## src/rtl/mac_pkg.sv

```systemverilog
// Shared definitions for the MAC accumulator family: group state and
// Q-format defaults, plus the accumulator width derivation.
package mac_pkg;

  typedef enum logic {
    IDLE = 1'b0,
    OPEN = 1'b1
  } grp_state_e;

  localparam int DEF_DATA_W  = 16;
  localparam int DEF_FRAC_W  = 14;
  localparam int DEF_GUARD_W = 4;

  // Full product width plus headroom for summing many products.
  function automatic int acc_width(input int data_w, input int guard_w);
    return 2 * data_w + guard_w;
  endfunction

endpackage

```

## src/rtl/mac_round_sat.sv

```systemverilog
// Combinational round-half-up and saturate from a Q(.)(2*FRAC_W) accumulator
// back to the DATA_W-bit Q(.)FRAC_W input format.
module mac_round_sat #(
  parameter int ACC_W  = 36,
  parameter int DATA_W = 16,
  parameter int FRAC_W = 14
) (
  input  logic signed [ACC_W-1:0]  i_acc,
  output logic signed [DATA_W-1:0] o_data,
  output logic                     o_sat
);

  // One extra bit keeps the rounding bias from wrapping the top of the range.
  localparam logic signed [ACC_W:0] BIAS    = (ACC_W+1)'(1) << (FRAC_W-1);
  localparam logic signed [ACC_W:0] SAT_MAX = (ACC_W+1)'({(DATA_W-1){1'b1}});
  localparam logic signed [ACC_W:0] SAT_MIN = ~SAT_MAX;

  logic signed [ACC_W:0] w_biased;
  logic signed [ACC_W:0] w_shifted;

  assign w_biased  = {i_acc[ACC_W-1], i_acc} + BIAS;
  assign w_shifted = w_biased >>> FRAC_W;

  // NOTE: every output gets a default first so no path leaves it unassigned (no latch).
  always_comb begin
    o_sat  = 1'b0;
    o_data = w_shifted[DATA_W-1:0];
    if (w_shifted > SAT_MAX) begin
      o_data = SAT_MAX[DATA_W-1:0];
      o_sat  = 1'b1;
    end else if (w_shifted < SAT_MIN) begin
      o_data = SAT_MIN[DATA_W-1:0];
      o_sat  = 1'b1;
    end
  end

endmodule

```

## src/rtl/mac_accum_pipe.sv

```systemverilog
// Four-stage signed multiply-accumulate with first/last group framing,
// round/saturate output and overflow/framing status.
module mac_accum_pipe
  import mac_pkg::*;
#(
  parameter  int DATA_W  = DEF_DATA_W,
  parameter  int FRAC_W  = DEF_FRAC_W,
  parameter  int GUARD_W = DEF_GUARD_W,
  localparam int ACC_W   = acc_width(DATA_W, GUARD_W)
) (
  input  logic              clk,
  input  logic              rst_n,
  input  logic              in_valid,
  input  logic              in_first,
  input  logic              in_last,
  input  logic [DATA_W-1:0] a_in,
  input  logic [DATA_W-1:0] b_in,
  output logic              out_valid,
  output logic [DATA_W-1:0] out_data,
  output logic [ACC_W-1:0]  acc_out,
  output logic              sat,
  output logic              acc_ovf,
  output logic              frame_err
);

  logic                       r_s1_valid, r_s1_first, r_s1_last;
  logic signed [DATA_W-1:0]   r_s1_a, r_s1_b;
  logic                       r_s2_valid, r_s2_first, r_s2_last;
  logic signed [2*DATA_W-1:0] r_s2_prod;
  logic signed [ACC_W-1:0]    r_acc;
  logic                       r_ovf;
  logic                       r_s3_valid, r_s3_last, r_s3_ferr;
  grp_state_e                 r_state, w_state_nxt;

  logic signed [2*DATA_W-1:0] w_prod;
  logic signed [ACC_W-1:0]    w_prod_ext, w_acc_base, w_sum;
  logic                       w_ovf_beat, w_frame_err;
  logic signed [DATA_W-1:0]   w_rs_data;
  logic                       w_rs_sat;

  assign w_prod     = r_s1_a * r_s1_b;
  assign w_prod_ext = ACC_W'(r_s2_prod);
  assign w_acc_base = r_s2_first ? '0 : r_acc;
  assign w_sum      = w_acc_base + w_prod_ext;
  // A first beat loads rather than adds, so it can never wrap.
  assign w_ovf_beat = !r_s2_first && (r_acc[ACC_W-1] == w_prod_ext[ACC_W-1])
                      && (w_sum[ACC_W-1] != r_acc[ACC_W-1]);

  always_ff @(posedge clk) begin
    if (!rst_n) r_state <= IDLE;
    else        r_state <= w_state_nxt;
  end

  always_comb begin
    w_state_nxt = r_state;
    if (r_s2_valid) begin
      if (r_s2_last)       w_state_nxt = IDLE;
      else if (r_s2_first) w_state_nxt = OPEN;
    end
  end

  always_comb begin
    w_frame_err = r_s2_valid && r_s2_first && (r_state == OPEN);
  end

  mac_round_sat #(
    .ACC_W  (ACC_W),
    .DATA_W (DATA_W),
    .FRAC_W (FRAC_W)
  ) u_round_sat (
    .i_acc  (r_acc),
    .o_data (w_rs_data),
    .o_sat  (w_rs_sat)
  );

  // NOTE: sequential state uses <= so every stage samples the pre-edge value of the one before.
  always_ff @(posedge clk) begin
    if (!rst_n) begin
      // NOTE: data registers are reset as well so outputs read 0 after reset, not stale beats.
      r_s1_valid <= 1'b0;  r_s1_first <= 1'b0;  r_s1_last <= 1'b0;
      r_s1_a     <= '0;    r_s1_b     <= '0;
      r_s2_valid <= 1'b0;  r_s2_first <= 1'b0;  r_s2_last <= 1'b0;
      r_s2_prod  <= '0;
      r_acc      <= '0;    r_ovf      <= 1'b0;
      r_s3_valid <= 1'b0;  r_s3_last  <= 1'b0;  r_s3_ferr <= 1'b0;
      out_valid  <= 1'b0;  out_data   <= '0;    acc_out   <= '0;
      sat        <= 1'b0;  acc_ovf    <= 1'b0;  frame_err <= 1'b0;
    end else begin
      r_s1_valid <= in_valid;
      if (in_valid) begin
        r_s1_a     <= a_in;
        r_s1_b     <= b_in;
        r_s1_first <= in_first;
        r_s1_last  <= in_last;
      end
      r_s2_valid <= r_s1_valid;
      r_s2_prod  <= w_prod;
      r_s2_first <= r_s1_first;
      r_s2_last  <= r_s1_last;
      if (r_s2_valid) begin
        r_acc <= w_sum;
        r_ovf <= r_s2_first ? 1'b0 : (r_ovf | w_ovf_beat);
      end
      r_s3_valid <= r_s2_valid;
      r_s3_last  <= r_s2_last;
      r_s3_ferr  <= w_frame_err;
      out_valid  <= r_s3_valid & r_s3_last;
      frame_err  <= r_s3_ferr;
      if (r_s3_valid && r_s3_last) begin
        out_data <= w_rs_data;
        acc_out  <= r_acc;
        sat      <= w_rs_sat;
        acc_ovf  <= r_ovf;
      end
    end
  end

endmodule
```

## config.mk

```make
export PLATFORM = sky130hd
export DESIGN_NAME = mac_accum_pipe
export DESIGN_NICKNAME = d
export VERILOG_FILES = /design/src/rtl/mac_pkg.sv /design/src/rtl/mac_round_sat.sv /design/src/rtl/mac_accum_pipe.sv
export SDC_FILE = /design/constraint.sdc
export NUM_CORES = 1
export LEC_CHECK = 0
export BUFFER_PORTS_ARGS = -buffer_cell sky130_fd_sc_hd__buf_2
export CORE_ASPECT_RATIO = 1.75
export CORE_MARGIN = 3
export CORE_UTILIZATION = 57
export DETAILED_ROUTE_END_ITERATION = 8
export PLACE_DENSITY = 0.81
export SLEW_MARGIN = 40
export SYNTH_ARGS = -nofsm -noshare
export SYNTH_HDL_FRONTEND = slang
export SYNTH_SLANG_ARGS = --single-unit
```

## constraint.sdc

```tcl
create_clock -name clk -period 8.6 [get_ports clk]
set_input_delay 0 -clock clk [delete_from_list [all_inputs] [get_ports clk]]
set_output_delay 0 -clock clk [all_outputs]
set_load 0.05 [all_outputs]
```

==> results.py, run 1 <==
metrics = {
    "floorplanning": {
        "floorplan.initialDensity": 0.580,
        "placement_rows": 85,
        "chipWidth_um": 140,
        "floorplan.die.height_um": 240,
        "fp.dieArea_um2": 33600,
        "io-pin-count": 93,
        "core-area_um2": 30800,
    },
    "place": {
        "portBuffers": 92,
        "placement.cell_area_um2": 18500,
        "place_hpwl_um": 35200,
        "gpl.final_weighted_congestion": 0.944,
    },
    "job": {
        "maxCapViolCount": 0,
    },
    "logic_synthesis": {
        "top_cell_type_s_share_of_synthesized_area": 0.294,
        "yosysMostFrequentCell": "sky130_fd_sc_hd__inv_1",
        "post-synth-top-area-cell": "sky130_fd_sc_hd__fa_1",
        "netlist_area_um2": 17900,
        "syn_nets": 2477,
        "synthesis.yosys.warnings": 0,
        "synth.yosys.seq_area_share": 0.187,
        "ys_async_sr_fraction": 0,
        "syn_area_per_cell_um2": 8.69,
        "number_of_storage_elements_in_the_synthesis_netlist": 167,
        "synth_commonest_cells": "sky130_fd_sc_hd__inv_1 (340), sky130_fd_sc_hd__fa_1 (263), sky130_fd_sc_hd__nand2_1 (256), sky130_fd_sc_hd__dfxtp_1 (167), sky130_fd_sc_hd__nor2_1 (149)",
        "syn-instance-count": 2059,
        "post_synth_num_cell_types": 70,
        "synth.area.top_cells": "sky130_fd_sc_hd__fa_1 (29%), sky130_fd_sc_hd__dfxtp_1 (19%), sky130_fd_sc_hd__ha_1 (8.3%), sky130_fd_sc_hd__inv_1 (7.1%), sky130_fd_sc_hd__nand2_1 (5.4%)",
        "yosys_most_used_dff": "sky130_fd_sc_hd__dfxtp_1",
        "number_of_enable_type_register_cells_in_the_synthesized_netlist": 0,
    },
    "worst_setup_path": {
        "timing.critical_path.cells": "and2_1 > fa_1 > inv_1 > fa_1 > fa_1 > fa_1 > inv_1 > fa_1 > inv_1 > fa_1 > inv_1 > ha_1 > and3_1 > o211a_1 > a211oi_2 > o31ai_2 > a31oi_1 > o31ai_1 > o41a_1 > xnor2_1 > nor2_1",
        "setup.worst_path.start": "r_s1_a[6]$_SDFFE_PN0P_",
        "setup.worst_path.start_class": "flip-flop",
        "timing.critical_path.arrival_ns": 7.13,
        "crit_top_cell": "sky130_fd_sc_hd__fa_1",
        "max_stage_delay_ns": 0.78,
        "crit_path_max_fanout": 17,
        "worstReg2RegStart": "r_s1_a[6]$_SDFFE_PN0P_",
        "crit_type": "reg -> reg",
        "timing.critical_path.slowest_stage_cell": "sky130_fd_sc_hd__dfxtp_1",
        "cp_data_required_time_ns": 8.92,
        "critPathCaptureType": "flip-flop",
    },
    "sta": {
        "totalNegativeSetupSlack_ns": 0,
        "grt_setup_unrepaired": "false",
        "fmax_ghz": 0.147,
        "post-route-period-util": 0.792,
        "timing.final.max_slew_violations": 0,
        "final.setup_skew_ns": 0.0132,
        "slew_headroom": 0.461,
        "report.final.setup_viol": 0,
        "layout_min_cycle_time_ns": 6.81,
        "final-hold-violation-count": 0,
        "worstMarginPinSlew_ns": 0.806,
    },
    "final_layout": {
        "area_growth_pct": 8.86,
        "register_area_um2": 3340,
        "multi_input_comb_area_um2": 12900,
        "antenna_cells": 0,
        "proportion_of_layout_cells_with_a_drive_suffix_above_1": 0.0705,
        "num-nets-final": 2534,
        "stdcell_area_um2": 19500,
        "fill_cells": 2577,
    },
    "power_and_ir_drop": {
        "power_density_nw_per_um2": 135,
        "max-vdd-ir-drop_mv": 0.148,
        "leak_nw": 9.44,
    },
    "grt": {
        "first_global_vias": 15000,
        "grt_max_degree": 81,
        "grtUsageTotal": 0.281,
        "remaining_overflow_grt": 0,
        "grt_first_pass_wirelength_um": 74900,
        "antenna_violations_before_repair": 0,
    },
    "cts": {
        "cts_tree": "done",
        "clock_path_buffers": 2,
        "numClockSinks": 167,
        "clkSlewWorstSetupHoldPaths_ns": 0.08,
        "post_cts.resized_instances": 0,
        "clk-insertion-delay-late_ns": 0.46,
        "cts-htree-levels": 4,
        "cell_chosen_for_the_clock_root": "sky130_fd_sc_hd__clkbuf_16",
        "cts_buffers": 17,
    },
    "outcome": {
        "status": "finished clean",
    },
    "drt": {
        "vias": 14000,
        "drt-vias-per-instance": 5.55,
        "wl_per_cell_um": 17.9,
        "drc": 0,
        "number_of_detailed_routing_iterations_run_before_antenna_repair": 5,
        "routed_wl_um": 45100,
        "detailedRoute.firstIterationViolations": 709,
        "antenna_violating_nets_post_route": 0,
    },
    "min_path": {
        "worst_hold_startpoint": "in_valid",
        "timing.hold.worst.class": "in -> reg",
    },
}
[cells in the final DEF, fill, tap and decap left out, drive strengths merged, types with 17 or more instances in the layout]
master / netlist / final
a211oi: 17 / 17
a21o: 27 / 27
a21oi: 97 / 97
and2: 142 / 142
buf: 19 / 98
clkbuf: 76 / 18
dfxtp: 167 / 167
dlygate4sd3: 0 / 34
fa: 263 / 263
ha: 118 / 118
inv: 340 / 347
mux2i: 47 / 47
nand2: 256 / 256
nand3: 35 / 35
nor2: 151 / 151
nor2b: 37 / 37
o21ai: 40 / 40
xnor2: 46 / 46
xor2: 27 / 27
[stage by stage]
step | total power [mW] | setup WS [ns] | util | std cells | hold slack [ns]
after global placement | 1.81 | 1.99 | 0.600 | 2453 | 0.233
final | 2.63 | 1.79 | 0.631 | 2520 | 0.127
after floorplan | 1.61 | 2.47 | - | 2059 | 0.147
after global routing | 2.81 | 1.49 | 0.631 | 2520 | 0.143
after CTS | 2.65 | 1.83 | 0.631 | 2519 | 0.128
after detailed placement | 1.84 | 1.84 | 0.600 | 2453 | 0.249
[what timing repair did]
item / CTS / global route
buffers inserted: 0 / 0
endpoints found under the hold margin: 34 / 0
hold buffers: 34 / 0
[metal layers]
metal	track usage	part of all wire	up-vias
li1	-	-	6592
met1	0.299	0.35	6783
met2	0.526	0.54	450
met3	0.0316	0.042	150
met4	0.170	0.067	0
met5	0	0	-
[worst paths after layout]
check,endpoint,cells after the start,slack (ns)
setup / recovery,r_s2_prod[29]$_SDFF_PN0_,21,1.79
hold / removal,r_s1_valid$_SDFF_PN0_,2,0.13
setup reg to reg,r_s2_prod[29]$_SDFF_PN0_,21,1.79
hold reg to reg,r_s2_valid$_SDFF_PN0_,1,0.44
[worst max-delay path, delay by kind of cell, from the launching register on]
kind                       cells  cell delay [ns]
DFF                            1             0.78
adders and majority gates      7             3.26
buffers and inverters          4             0.24
AOI/OAI and AO/OA              6             1.72
and+or+nand+nor                3             0.52
xor gates and xnor gates       1             0.15
[power breakdown]
group | internal [mW] | switching [mW] | leakage (nW)
combinational | 0.376 | 0.544 | 7.78
clock | 0.415 | 0.378 | 0.294
sequential | 0.831 | 0.0903 | 1.36
total | 1.62 | 1.01 | 9.44
[cell families after synthesis]
kind of cell / share of synthesized area
flip-flops: 0.187
AO/OA/AOI/OAI: 0.0983
XOR/XNOR: 0.0357
buffers and inverters: 0.0926
AND/OR/NAND/NOR: 0.183
adder cells (fa/ha/maj): 0.377
multiplexers: 0.0263
[layout make-up]
class	count	share of cell area
inverter	341	0.0660
timing repair buffer	133	0.0439
tap	391	0.0251
sequential	167	0.172
multi-input combinational	1456	0.662
clock buffer	17	0.0218
clock inverter	15	0.00938
[registers in the layout, indices dropped and copies added, names as in the netlist, 16 cells and up]
signal / cells
r_s2_prod: 32
acc_out: 36
r_s1_a: 16
r_acc: 36
out_data: 16
r_s1_b: 16
Note: power is estimated with default switching activity, not from simulation.
==> inputs of run 2 (changes only) <==
Clock period 8.6 ns to 6.8 ns, I/O delays scaled along.
==> run 2 against run 1 <==
Effect of this change: first-iteration DRC count decreased by 3.9%; combinational power increased by 30%; worst hold slack improved by 0.046 ns; setup slack got worse by 1.5 ns; global-route usage increased by 0.67 points; sequential power increased by 25%; largest cell class unchanged; power increased by 28%; count of clock-buffer cells in the layout unchanged; via count increased by 2.3%; fmax increased by 4.7%; wire length increased by 3.1%.
==> results.py, run 2 (same netlist as run 1, synthesis figures left out) <==
metrics = {
    "sta": {
        "slew_headroom": 0.459,
        "post-route-period-util": 0.957,
        "layout_min_cycle_time_ns": 6.51,
        "final-hold-violation-count": 0,
        "grt_setup_unrepaired": "false",
        "final.setup_skew_ns": 0.0177,
        "report.final.setup_viol": 0,
        "timing.final.max_slew_violations": 0,
        "totalNegativeSetupSlack_ns": 0,
        "worstMarginPinSlew_ns": 0.806,
        "fmax_ghz": 0.154,
    },
    "final_layout": {
        "final_util": 0.639,
        "num-nets-final": 2565,
        "proportion_of_layout_cells_with_a_drive_suffix_above_1": 0.0843,
        "final_common_cell": "sky130_fd_sc_hd__inv_1",
        "antenna_cells": 0,
        "layout.cells.most_common_list": "sky130_fd_sc_hd__inv_1 (339), sky130_fd_sc_hd__fa_1 (262), sky130_fd_sc_hd__nand2_1 (256)",
        "largest_registers": "acc_out x36, r_acc x36, r_s2_prod x32",
        "area_growth_pct": 10.1,
    },
    "power_and_ir_drop": {
        "switching_power_mw": 1.30,
        "cellInternalPower_mw": 2.06,
        "sequential_cell_fraction_of_total_power": 0.342,
        "power_density_nw_per_um2": 171,
        "switching_part_of_the_total_power": 0.386,
        "leak_nw": 9.58,
        "max-vdd-ir-drop_mv": 0.207,
        "share_clk_of_total_power": 0.299,
        "combPwrFrac": 0.359,
    },
    "worst_setup_path": {
        "crit_type": "reg -> reg",
        "cp_data_required_time_ns": 7.11,
        "setup.worst_path.start_class": "flip-flop",
        "critPathCaptureType": "flip-flop",
        "crit_path_max_fanout": 17,
        "timing.critical_path.arrival_ns": 6.82,
    },
    "min_path": {
        "timing.hold.worst.class": "in -> reg",
    },
    "floorplanning": {
        "floorplan.die.height_um": 240,
        "fp.dieArea_um2": 33600,
        "io-pin-count": 93,
        "floorplan.initialDensity": 0.580,
        "placement_rows": 85,
        "chipWidth_um": 140,
        "core-area_um2": 30800,
    },
    "drt": {
        "detailedRoute.firstIterationViolations": 681,
        "drt-vias-per-instance": 5.60,
        "antenna_violating_nets_post_route": 0,
        "number_of_detailed_routing_iterations_run_before_antenna_repair": 5,
        "wl_per_cell_um": 18.2,
        "vias": 14300,
        "routed_wl_um": 46500,
        "drc": 0,
    },
    "cts": {
        "cts_buffers": 17,
        "cts_setup_buffers": 0,
        "clkSlewWorstSetupHoldPaths_ns": 0.08,
        "cell_chosen_for_the_clock_root": "sky130_fd_sc_hd__clkbuf_16",
        "cts_tree": "done",
        "numClockSinks": 167,
        "clk-insertion-delay-late_ns": 0.46,
        "cts-htree-levels": 4,
        "clock_path_buffers": 2,
    },
    "grt": {
        "remaining_overflow_grt": 0,
        "grtUsageTotal": 0.288,
        "first_global_vias": 15400,
        "grt_first_pass_wirelength_um": 76800,
        "grt_max_degree": 71,
        "antenna_violations_before_repair": 0,
    },
    "place": {
        "gpl.final_weighted_congestion": 1.00,
        "portBuffers": 92,
        "place_hpwl_um": 36400,
    },
    "outcome": {
        "status": "finished clean",
    },
    "job": {
        "maxCapViolCount": 0,
    },
}
-- run 2: cell types whose count changed in the layout (fill, tap and decap cells not counted) --
cell,previous run,this run
sky130_fd_sc_hd__inv_4,0,1
sky130_fd_sc_hd__buf_2,91,92
sky130_fd_sc_hd__buf_4,7,38
sky130_fd_sc_hd__clkinv_8,4,3
sky130_fd_sc_hd__fa_1,263,262
sky130_fd_sc_hd__clkbuf_4,1,0
sky130_fd_sc_hd__fa_2,0,1
sky130_fd_sc_hd__clkinv_2,1,0
sky130_fd_sc_hd__clkinvlp_4,1,3
sky130_fd_sc_hd__clkinv_1,0,1
sky130_fd_sc_hd__inv_1,340,339
sky130_fd_sc_hd__clkinv_4,2,1
-- run 2: area by class of cell --
class                           instances  area [um2]
Fill cell                            2584       11100
Multi-Input combinational cell       1456       12900
Tap cell                              391         489
Clock buffer                           17         425
Inverter                              341        1280
Clock inverter                         15         176
Sequential cell                       167        3340
Timing Repair Buffer                  164        1090
-- run 2: layer usage --
layer,GRT usage,part of all wire,vias to the layer above
met5,0,0,-
met4,0.197,0.074,0
met3,0.0362,0.038,187
met2,0.534,0.53,475
met1,0.298,0.35,6979
li1,-,-,6651
-- run 2: final timing paths --
check,startpoint,endpoint,slack [ns],cells past startpoint
max reg2reg,r_s1_a[11]$_SDFFE_PN0P_,r_s2_prod[29]$_SDFF_PN0_,0.29,19
min,rst_n,r_s2_prod[7]$_SDFF_PN0_,0.17,4
min reg2reg,r_s2_last$_SDFF_PN0_,r_state$_SDFFE_PN0P_,0.44,1
max,r_s1_a[11]$_SDFFE_PN0P_,r_s2_prod[29]$_SDFF_PN0_,0.29,19
-- run 2: power groups by stage --
stage	combinational, mW	sequential [mW]	clock, mW
CTS	1.20	1.15	1.02
finish	1.20	1.15	1.01
global route	1.37	1.16	1.06
global placement	1.13	1.17	0
floorplan	0.919	1.11	0
detailed placement	1.18	1.17	0
-- run 2: repair_timing --
item	in CTS	in global routing
hold buffers	34	0
gates resized for setup	0	1
setup endpoints to repair	0	1
endpoints found under the hold margin	34	0
-- run 2: worst max-delay path: stages (launching register included) --
cell,delay (ns)
sky130_fd_sc_hd__dfxtp_1,0.80
sky130_fd_sc_hd__nand2_1,0.17
sky130_fd_sc_hd__fa_1,0.53
sky130_fd_sc_hd__fa_1,0.55
sky130_fd_sc_hd__inv_1,0.06
sky130_fd_sc_hd__fa_1,0.48
sky130_fd_sc_hd__fa_1,0.51
sky130_fd_sc_hd__fa_1,0.49
sky130_fd_sc_hd__inv_1,0.05
sky130_fd_sc_hd__fa_1,0.47
sky130_fd_sc_hd__inv_1,0.04
sky130_fd_sc_hd__ha_1,0.40
sky130_fd_sc_hd__a21boi_0,0.26
sky130_fd_sc_hd__a211oi_2,0.12
sky130_fd_sc_hd__o31ai_2,0.39
sky130_fd_sc_hd__a31oi_1,0.22
sky130_fd_sc_hd__o31ai_1,0.40
sky130_fd_sc_hd__o41a_1,0.25
sky130_fd_sc_hd__xnor2_1,0.13
sky130_fd_sc_hd__nor2_1,0.05
-- run 2: per-stage QoR --
| step | cell area (um2) | setup WS (ns) | std cells | hold WS, ns | total power, mW |
|---|---|---|---|---|---|
| 2_1_floorplan | 17900 | 0.672 | 2059 | 0.147 | 2.03 |
| 3_3_place_gp | 18700 | 0.452 | 2484 | 0.235 | 2.30 |
| 3_5_place_dp | 18700 | 0.345 | 2484 | 0.248 | 2.35 |
| 4_1_cts | 19700 | 0.309 | 2550 | 0.137 | 3.37 |
| 5_1_grt | 19700 | 0.00592 | 2551 | 0.204 | 3.58 |
| 6_report | 19700 | 0.293 | 2551 | 0.174 | 3.36 |
